### src/rtl/pipe_pkg.sv
// Shared definitions for pipeline register chains placed between ALU datapath stages.
package pipe_pkg;

  localparam int unsigned PIPE_RESET_VAL = 0;

  // Bits needed to count 0..depth occupied stages.
  function automatic int unsigned occ_width(input int unsigned depth);
    return (depth < 1) ? 1 : $clog2(depth + 1);
  endfunction

endpackage

### src/rtl/pipe_stage.sv
// One valid+data pipeline register; data only captures when a valid item arrives.
module pipe_stage
  import pipe_pkg::*;
#(
  parameter int unsigned           WIDTH     = 8,
  parameter logic [WIDTH-1:0]      RESET_VAL = WIDTH'(PIPE_RESET_VAL)
) (
  input  logic             clk,
  input  logic             reset,
  input  logic             flush,
  input  logic             load,
  input  logic             src_valid,
  input  logic [WIDTH-1:0] src_data,
  output logic             valid,
  output logic [WIDTH-1:0] data
);

  logic             valid_reg;
  logic [WIDTH-1:0] data_reg;

  always_ff @(posedge clk or negedge reset) begin
    if (!reset) begin
      valid_reg <= 1'b0;
      data_reg  <= RESET_VAL;
    end else if (flush) begin
      valid_reg <= 1'b0;
      data_reg  <= RESET_VAL;
    end else if (load) begin
      valid_reg <= src_valid;
      // A bubble passing through clears valid but leaves the old data in place.
      if (src_valid) data_reg <= src_data;
    end
  end

  assign valid = valid_reg;
  assign data  = data_reg;

endmodule

### src/rtl/pipe_reg_chain.sv
// DEPTH-stage valid/ready register chain with bubble collapse, backpressure and flush.
module pipe_reg_chain
  import pipe_pkg::*;
#(
  parameter int unsigned      WIDTH     = 8,
  parameter int unsigned      DEPTH     = 2,
  parameter logic [WIDTH-1:0] RESET_VAL = WIDTH'(PIPE_RESET_VAL),
  localparam int unsigned     OW        = occ_width(DEPTH)
) (
  input  logic             clk,
  input  logic             reset,
  input  logic             flush,
  input  logic             in_valid,
  output logic             in_ready,
  input  logic [WIDTH-1:0] in_data,
  output logic             out_valid,
  input  logic             out_ready,
  output logic [WIDTH-1:0] out_data,
  output logic [OW-1:0]    occupancy
);

  if (DEPTH < 1) begin : g_bad_depth
    $error("pipe_reg_chain: DEPTH must be at least 1");
  end

  logic [DEPTH-1:0] stage_valid;
  logic [DEPTH-1:0] stage_ready;
  logic [WIDTH-1:0] stage_data [DEPTH];

  genvar gi;
  for (gi = 0; gi < DEPTH; gi++) begin : g_stage
    logic             src_valid;
    logic [WIDTH-1:0] src_data;

    if (gi == 0) begin : g_head
      assign src_valid = in_valid;
      assign src_data  = in_data;
    end else begin : g_body
      assign src_valid = stage_valid[gi-1];
      assign src_data  = stage_data[gi-1];
    end

    // A stage can take new data if downstream pops or any stage at or beyond it is empty.
    assign stage_ready[gi] = out_ready | ~(&stage_valid[DEPTH-1:gi]);

    pipe_stage #(
      .WIDTH     (WIDTH),
      .RESET_VAL (RESET_VAL)
    ) u_stage (
      .clk       (clk),
      .reset     (reset),
      .flush     (flush),
      .load      (stage_ready[gi]),
      .src_valid (src_valid),
      .src_data  (src_data),
      .valid     (stage_valid[gi]),
      .data      (stage_data[gi])
    );
  end

  assign in_ready  = stage_ready[0] & ~flush;
  assign out_valid = stage_valid[DEPTH-1];
  assign out_data  = stage_data[DEPTH-1];

  logic          in_accept;
  logic          out_accept;
  logic [OW-1:0] occ_reg;
  logic [OW-1:0] occ_next;

  assign in_accept  = in_valid & in_ready;
  assign out_accept = out_valid & out_ready;

  always_comb begin
    occ_next = occ_reg;
    if (flush) begin
      occ_next = '0;
    end else begin
      case ({in_accept, out_accept})
        2'b10:   occ_next = occ_reg + OW'(1);
        2'b01:   occ_next = occ_reg - OW'(1);
        default: occ_next = occ_reg;
      endcase
    end
  end

  always_ff @(posedge clk or negedge reset) begin
    if (!reset) occ_reg <= '0;
    else        occ_reg <= occ_next;
  end

  assign occupancy = occ_reg;

endmodule
### config.mk
export PLATFORM = sky130hd
export DESIGN_NAME = pipe_reg_chain
export DESIGN_NICKNAME = d
export VERILOG_FILES = /design/src/rtl/pipe_pkg.sv /design/src/rtl/pipe_stage.sv /design/src/rtl/pipe_reg_chain.sv
export SDC_FILE = /design/constraint.sdc
export NUM_CORES = 1
export LEC_CHECK = 0
export BUFFER_PORTS_ARGS = -buffer_cell sky130_fd_sc_hd__buf_2
export CAP_MARGIN = 20
export CORE_MARGIN = 2
export CORE_UTILIZATION = 55
export DETAILED_ROUTE_END_ITERATION = 8
export PLACE_DENSITY_LB_ADDON = 0.2
export SKIP_CTS_REPAIR_TIMING = 1
export SYNTH_ARGS = -nofsm -noshare
export SYNTH_HDL_FRONTEND = slang
export SYNTH_HIERARCHICAL = 1
export SYNTH_SLANG_ARGS = --single-unit
export TNS_END_PERCENT = 30
### constraint.sdc
create_clock -name clk -period 2.25 [get_ports clk]
set_input_delay 0.45 -clock clk [delete_from_list [all_inputs] [get_ports clk]]
set_output_delay 0.45 -clock clk [all_outputs]
set_load 0.005 [all_outputs]
==> metrics.md, run 1 <==
| Metric | Value |
|---|---|
| Status | `finished, final reports clean` |
| CP Class | `flop to primary output` |
| Number of global-route vias before repair | `703` |
| Max H-tree Level | `1` |
| Share of post-route cells with drive strength above 1 | `0.422` |
| Unique cell type count in the Yosys netlist | `21` |
| Remaining antenna violation count after routing | `0` |
| Worst-margin pin slew | `554 ps` |
| Initial DRC Count | `30` |
| Die height | `47.9 um` |
| Max reg flops | `16` |
| Required time worst endpoint | `1800 ps` |
| Crit path launch | `g_stage[1].u_stage/valid` |
| Peak VDD IR | `0.000458 V` |
| Power share of the clock group | `0.380` |
| Vias post-DR | `786` |
| CTS tree | `built` |
| Largest net degree at the start of global routing | `24` |
| Synth Register Bits | `20` |
| All-Layer GR Usage | `0.203` |
| CP startpoint kind | `flop` |
| I/O Pins | `25` |
| Site Rows | `15` |
| PwrDens | `644 mW/mm2` |
| Post-Syn Nets | `109` |
| Hold crit path type | `input pin to async pin` |
| Crit path max fanout | `7` |
| Grt ovf | `0` |
| Total CTS buffers | `3` |
| Register area share after synthesis | `0.472` |
| RSZ-0062 raised after global routing | `false` |
| Fraction of power spent switching nets | `0.219` |
| Setup-failing EPs final | `0` |
| Slew headroom | `0.631` |
| Fill cells | `157` |
| Worst Setup Slack, final | `626 ps` |
| FF/Latch Area | `500 um2` |
| DIE AREA | `0.00229 mm2` |
| Hold violation count in the final report | `0` |
| Root Driver | `clkbuf_4` |
| Port buffer count | `24` |
| Min Tclk post-route | `1620 ps` |
| Clock transition at path regs | `120 ps` |
| MaxCap Viol Count | `0` |
| WL/cell | `13.5 um` |
| Initial antenna violation count | `0` |
| Max Clk Rate | `616 MHz` |
| DRC errors left | `0` |
| Final period utilization | `0.722` |
| Syn. warnings | `6` |
| Clk buf depth | `2` |
| GP Congestion | `0.727` |
| Nets@finish | `130` |
| Layout area overhead | `11.5%` |
| Multi-input gate area | `462 um2` |
| Die X | `47.9 um` |
| Inserted Diodes | `0` |
| DP Wirelength | `1300 um` |
| Placeable core area | `0.00176 mm2` |
| Initial Utilization | `0.601` |
| Int Power | `0.594 mW` |
| Logic pwr share | `0.111` |
| Place WS | `604 ps` |
| Num Clock Sinks | `20` |
| Global-route wire length before repair | `3280 um` |
| Worst EP arrival | `1170 ps` |
| Worst reg2reg startpoint | `g_stage[1].u_stage/valid` |
| Seq pwr share | `0.509` |
| Mean Syn Cell Area | `11.0 um2` |
| Clock Skew | `6.42 ps` |
| Crit. End Element | `primary output` |
| Fin. max-slew vios | `0` |
| Post-route setup TNS | `0 ps` |
| Via density | `5.57` |
| Mapped Area | `0.00106 mm2` |
| Leakage | `0.579 nW` |
| Sw Pwr | `0.166 mW` |
| Mapped Cells | `96` |
| DRT Wirelength | `1900 um` |
| Clk Latency, worst-skew pair | `290 ps` |
| Drt first pass iters | `4` |
cells by family (layout without fill, tap and decap cells):
family	after synthesis	count (layout)	synth area share
AO/OA/AOI/OAI	35	35	0.253
buffers and inverters	10	30	0.0921
flip-flops	20	20	0.472
multiplexers	4	4	0.0401
AND/OR/NAND/NOR	27	27	0.143
critical path, stage by stage, from the launching register on:
cell	delay (ps)
dfrtp_1	480
nand3b_1	120
nor2b_1	150
buf_2	150
path summary, 6_finish.rpt:
| kind | endpoint | slack, ps | cells after the start |
|---|---|---|---|
| hold / removal | g_stage[0].u_stage/data[1] | 80 | 1 |
| hold reg to reg | g_stage[1].u_stage/data[6] | 550 | 2 |
| max in group asynchronous | g_stage[0].u_stage/data[5] | 1870 | 1 |
| min in group clk | g_stage[0].u_stage/data[0] | 400 | 3 |
| setup reg to reg | g_stage[1].u_stage/data[4] | 790 | 3 |
| setup / recovery | in_ready | 630 | 3 |
Yosys cell counts (all sizes together):
cell type,count,share of area
and4bb,1,0.012
mux2,2,0.021
nand3b,1,0.0071
nor2,4,0.014
and3b,1,0.0094
or2b,1,0.0071
o21ai,1,0.0083
a21bo,16,0.15
a31oi,1,0.0059
buf,10,0.092
nand3,16,0.076
a21oi,17,0.087
mux2i,2,0.019
dfrtp,20,0.47
nor2b,3,0.018
cell usage in the layout (no fill, tap or decap), types with 3 or more instances in the layout:
cell type   n
nand3_1    16
buf_2      24
nor2b_1     3
dfrtp_1    20
clkbuf_4    3
nor2_1      4
a21oi_1    15
a21bo_2    14
stage by stage:
step	hold WS, ps	power (mW)	area, um2	std cells	utilization
6_report	76.8	0.761	1180	141	0.670
5_1_grt	92.7	0.792	1180	141	0.670
4_1_cts	84.6	0.765	1180	141	0.670
3_5_place_dp	415	0.479	1130	137	0.640
3_3_place_gp	420	0.475	1130	137	0.640
2_1_floorplan	154	0.451	1060	96	-
per-layer routing:
layer  GRT usage  wire length (um)
met1       0.301               907
met4      0.0486                14
met2       0.309               901
met3      0.0340                74
met5           0                 0
final cells by class:
type,count,share of cell area
Clock buffer,3,0.0191
Multi-Input combinational cell,66,0.391
Tap cell,25,0.0265
Timing Repair Buffer,26,0.114
Clock inverter,1,0.0254
Sequential cell,20,0.424
power groups by stage:
stage	sequential, mW	clock [mW]	combinational [mW]
2_1_floorplan	0.392	0	0.0594
4_1_cts	0.387	0.293	0.0856
5_1_grt	0.390	0.306	0.0961
6_report	0.387	0.289	0.0845
3_5_place_dp	0.394	0	0.0849
3_3_place_gp	0.392	0	0.0826
No activity file was read; power rests on OpenSTA's default activity.
==> run 2: changes to the inputs <==
ABC_AREA = 1   (was unset)
CORE_UTILIZATION = 52   (was 55)
clock period = 1.6 ns   (was 2.25 ns; I/O delays follow)
==> metrics.md, run 2 <==
| Metric | Value |
|---|---|
| Post-synth EDFFs | `0 (unchanged)` |
| Min Tclk post-route | `1470 ps` |
| Site Rows | `16 (+1)` |
| Vias post-DR | `944 (+20%)` |
| Setup-failing EPs final | `0 (unchanged)` |
| Num Clock Sinks | `20 (unchanged)` |
| Synth area leaders | `dfrtp_1 47%, nand2_1 15%, nand3_1 8.9%` |
| Int Power | `0.750 mW (+26%)` |
| Combinational family with the most area after synthesis | `simple AND/OR/NAND/NOR gates` |
| Count leader, synth | `nand2_1` |
| Clock transition at path regs | `110 ps (about the same)` |
| CTS tree | `built` |
| CP Class | `flop to primary output` |
| Largest net degree at the start of global routing | `21 (-13%)` |
| Hold crit path type | `input pin to flop` |
| Clk buf depth | `2 (unchanged)` |
| Hold path cells | `5` |
| WHS Endpoint | `g_stage[0].u_stage/data[0]` |
| Hold path startpoint | `in_data[0]` |
| Post-synth top flop | `dfrtp_1` |
| Seq pwr share | `0.550 (+0.041)` |
| Synth Area in Adders | `0 (unchanged)` |
| Initial antenna violation count | `0 (unchanged)` |
| Share of post-route cells with drive strength above 1 | `0.229 (-0.193)` |
| Drt first pass iters | `4 (unchanged)` |
| Synth Register Bits | `20 (unchanged)` |
| Max reg flops | `16 (unchanged)` |
| Max incr delay on CP | `450 ps (-30 ps)` |
| Mux contribution to synthesized area | `0 (-0.0401)` |
| Total CTS buffers | `3 (unchanged)` |
| DIE AREA | `0.00243 mm2 (+6.0%)` |
| Worst r2r dst | `g_stage[0].u_stage/data[7]` |
| Global-route wire length before repair | `3510 um (+6.9%)` |
| Mapped Area | `0.00107 mm2 (+0.71%)` |
| Clk Latency, worst-skew pair | `300 ps (about the same)` |
| Root Driver | `clkbuf_4` |
| Synth cell count leaders | `44 x nand2_1, 20 x dfrtp_1, 20 x inv_1, 20 x nor2_1, 19 x nand3_1` |
| Worst-margin pin slew | `454 ps (-100 ps)` |
| Initial DRC Count | `20 (-33%)` |
| R2R Setup Slk | `520 ps (-270 ps)` |
| All-Layer GR Usage | `0.185 (-0.0175)` |
| Number of global-route vias before repair | `806 (+15%)` |
| Mapped Cells | `142 (+48%)` |
| Port buffer count | `24 (unchanged)` |
| GP Congestion | `0.782 (+7.6%)` |
| Hold violation count in the final report | `0 (unchanged)` |
| Crit. End Element | `primary output` |
| Fin. max-slew vios | `0 (unchanged)` |
| Post-synthesis compound-gate area fraction | `0.0164 (-0.236)` |
| DP Wirelength | `1430 um (+10%)` |
| Post-Syn Nets | `155 (+42%)` |
| Synth top area share | `0.469 (-0.00332)` |
| DRC errors left | `0 (unchanged)` |
| Crit path max fanout | `4 (-3)` |
| Area leader, netlist | `dfrtp_1` |
| MaxCap Viol Count | `0 (unchanged)` |
| Top cell by count, worst path | `nor2_1` |
| RSZ-0062 raised after global routing | `false` |
| Worst Setup Slack, final | `130 ps (-496 ps)` |
| Status | `finished, final reports clean` |
| Die height | `49.3 um (+2.9%)` |
| Ys async rst share | `1.00 (unchanged)` |
| Layout area overhead | `17.5%` |
| Placeable core area | `0.00194 mm2 (+10%)` |
| Crit-path slowest cell | `dfrtp_1` |
| Post-Synth Simple-Gate Area | `0.396 (+0.253)` |
| Power share of the clock group | `0.285 (-0.095)` |
| Leakage | `0.751 nW (+30%)` |
| Total power | `1.03 mW (+35%)` |
| Reg2reg path depth | `5 (+2)` |
| PwrDens | `822 mW/mm2 (+28%)` |
| CP startpoint kind | `flop` |
| Logic pwr share | `0.165 (+0.054)` |
| Worst EP arrival | `1150 ps (-20 ps)` |
| Peak VDD IR | `0.000580 V (+27%)` |
| WL/cell | `10.0 um (-26%)` |
| Final period utilization | `0.919` |
| Commonest non-fill, non-tap cells in the layout | `44 x nand2_1, 24 x buf_2, 20 x nor2_1, 20 x inv_1` |
| Post-route setup TNS | `0 ps (unchanged)` |
| Mean Syn Cell Area | `7.52 um2 (-32%)` |
| Fraction of power spent switching nets | `0.272 (+0.0533)` |
| Post-Place Cells | `192 (+40%)` |
| Inserted Diodes | `0 (unchanged)` |
| Non-filler instance count after layout | `197 (+40%)` |
| Required time worst endpoint | `1280 ps (-520 ps)` |
| Initial Utilization | `0.550 (-0.0511)` |
| Crit-path cells | `nand2_1 -> nor2_1 -> nor2_1 -> buf_2` |
| Die X | `49.3 um (+2.9%)` |
| Remaining antenna violation count after routing | `0 (unchanged)` |
| Unique cell type count in the Yosys netlist | `14 (-33%)` |
| Commonest non-fill, non-tap cell in the layout | `nand2_1` |
| Nets@finish | `184 (+42%)` |
| Slew headroom | `0.698 (+0.0669)` |
| DRT Wirelength | `1970 um (+3.8%)` |
| Place WS | `334 ps (-270 ps)` |
| Max Clk Rate | `680 MHz` |
| Worst reg2reg startpoint | `g_stage[0].u_stage/valid` |
| XOR/XNOR Fraction of Synth Area | `0 (unchanged)` |
| Clock Skew | `2.16 ps (-4.26 ps)` |
| Register area share after synthesis | `0.469 (-0.00332)` |
| Sw Pwr | `0.280 mW (+69%)` |
| I/O Pins | `25 (unchanged)` |
| Via density | `4.79 (-14%)` |
| Syn. warnings | `6 (unchanged)` |
| Grt ovf | `0 (unchanged)` |
| Max H-tree Level | `1 (unchanged)` |
==> run 2: stage by stage <==
| step | area (um2) | util | hold slack [ps] |
|---|---|---|---|
| after floorplan | 1070 | - | 24.4 |
| after detailed placement | 1210 | 0.621 | 290 |
| final | 1250 | 0.646 | 298 |
| after global placement | 1210 | 0.621 | 290 |
| after CTS | 1240 | 0.640 | -46.3 |
| after global routing | 1250 | 0.646 | 301 |
==> run 2: final cells by class <==
| type | count | area (um2) |
|---|---|---|
| clock buffer | 4 | 36.3 |
| tap | 27 | 33.8 |
| sequential | 20 | 502 |
| timing repair buffer | 26 | 138 |
| inverter | 24 | 104 |
| fill | 196 | 688 |
| multi-input combinational | 96 | 440 |
==> run 2: cell families after synthesis <==
kind of cell    count (synthesis)
simple gates                   93
buf+inv                        26
flops                          20
compound gates                  3
==> run 2: critical path, delay by kind of cell, from the launching register on <==
kind	cells	cell delay, ps
flip-flops	1	450
buffers and inverters	1	140
AND/OR/NAND/NOR	3	260
==> run 2: worst max-delay path by stage <==
| stage | slack, ps | from | depth (start not counted) | endpoint |
|---|---|---|---|---|
| 5_1_grt | 5 | g_stage[1].u_stage/valid | 4 | in_ready |
| 2_1_floorplan | 600 | g_stage[1].u_stage/valid | 5 | occupancy[0] |
| 6_report | 130 | g_stage[0].u_stage/valid | 4 | in_ready |
| 4_1_cts | 110 | g_stage[1].u_stage/valid | 4 | in_ready |
| 3_5_place_dp | 330 | flush | 6 | occupancy[0] |
| 3_3_place_gp | 360 | flush | 6 | occupancy[0] |
==> run 2: routing by layer <==
| layer | track usage | share of wire | wire length (um) |
|---|---|---|---|
| met1 | 0.263 | 0.50 | 981 |
| met2 | 0.284 | 0.46 | 897 |
| met3 | 0.0276 | 0.046 | 91 |
| met4 | 0.0714 | 0 | 0 |
| met5 | 0 | 0 | 0 |
==> run 2: power groups by stage <==
stage	Combinational, mW	Clock, mW	Sequential (mW)
3_5_place_dp	0.170	0	0.576
3_3_place_gp	0.166	0	0.574
4_1_cts	0.171	0.304	0.567
5_1_grt	0.196	0.329	0.572
2_1_floorplan	0.104	0	0.574
6_report	0.170	0.294	0.567
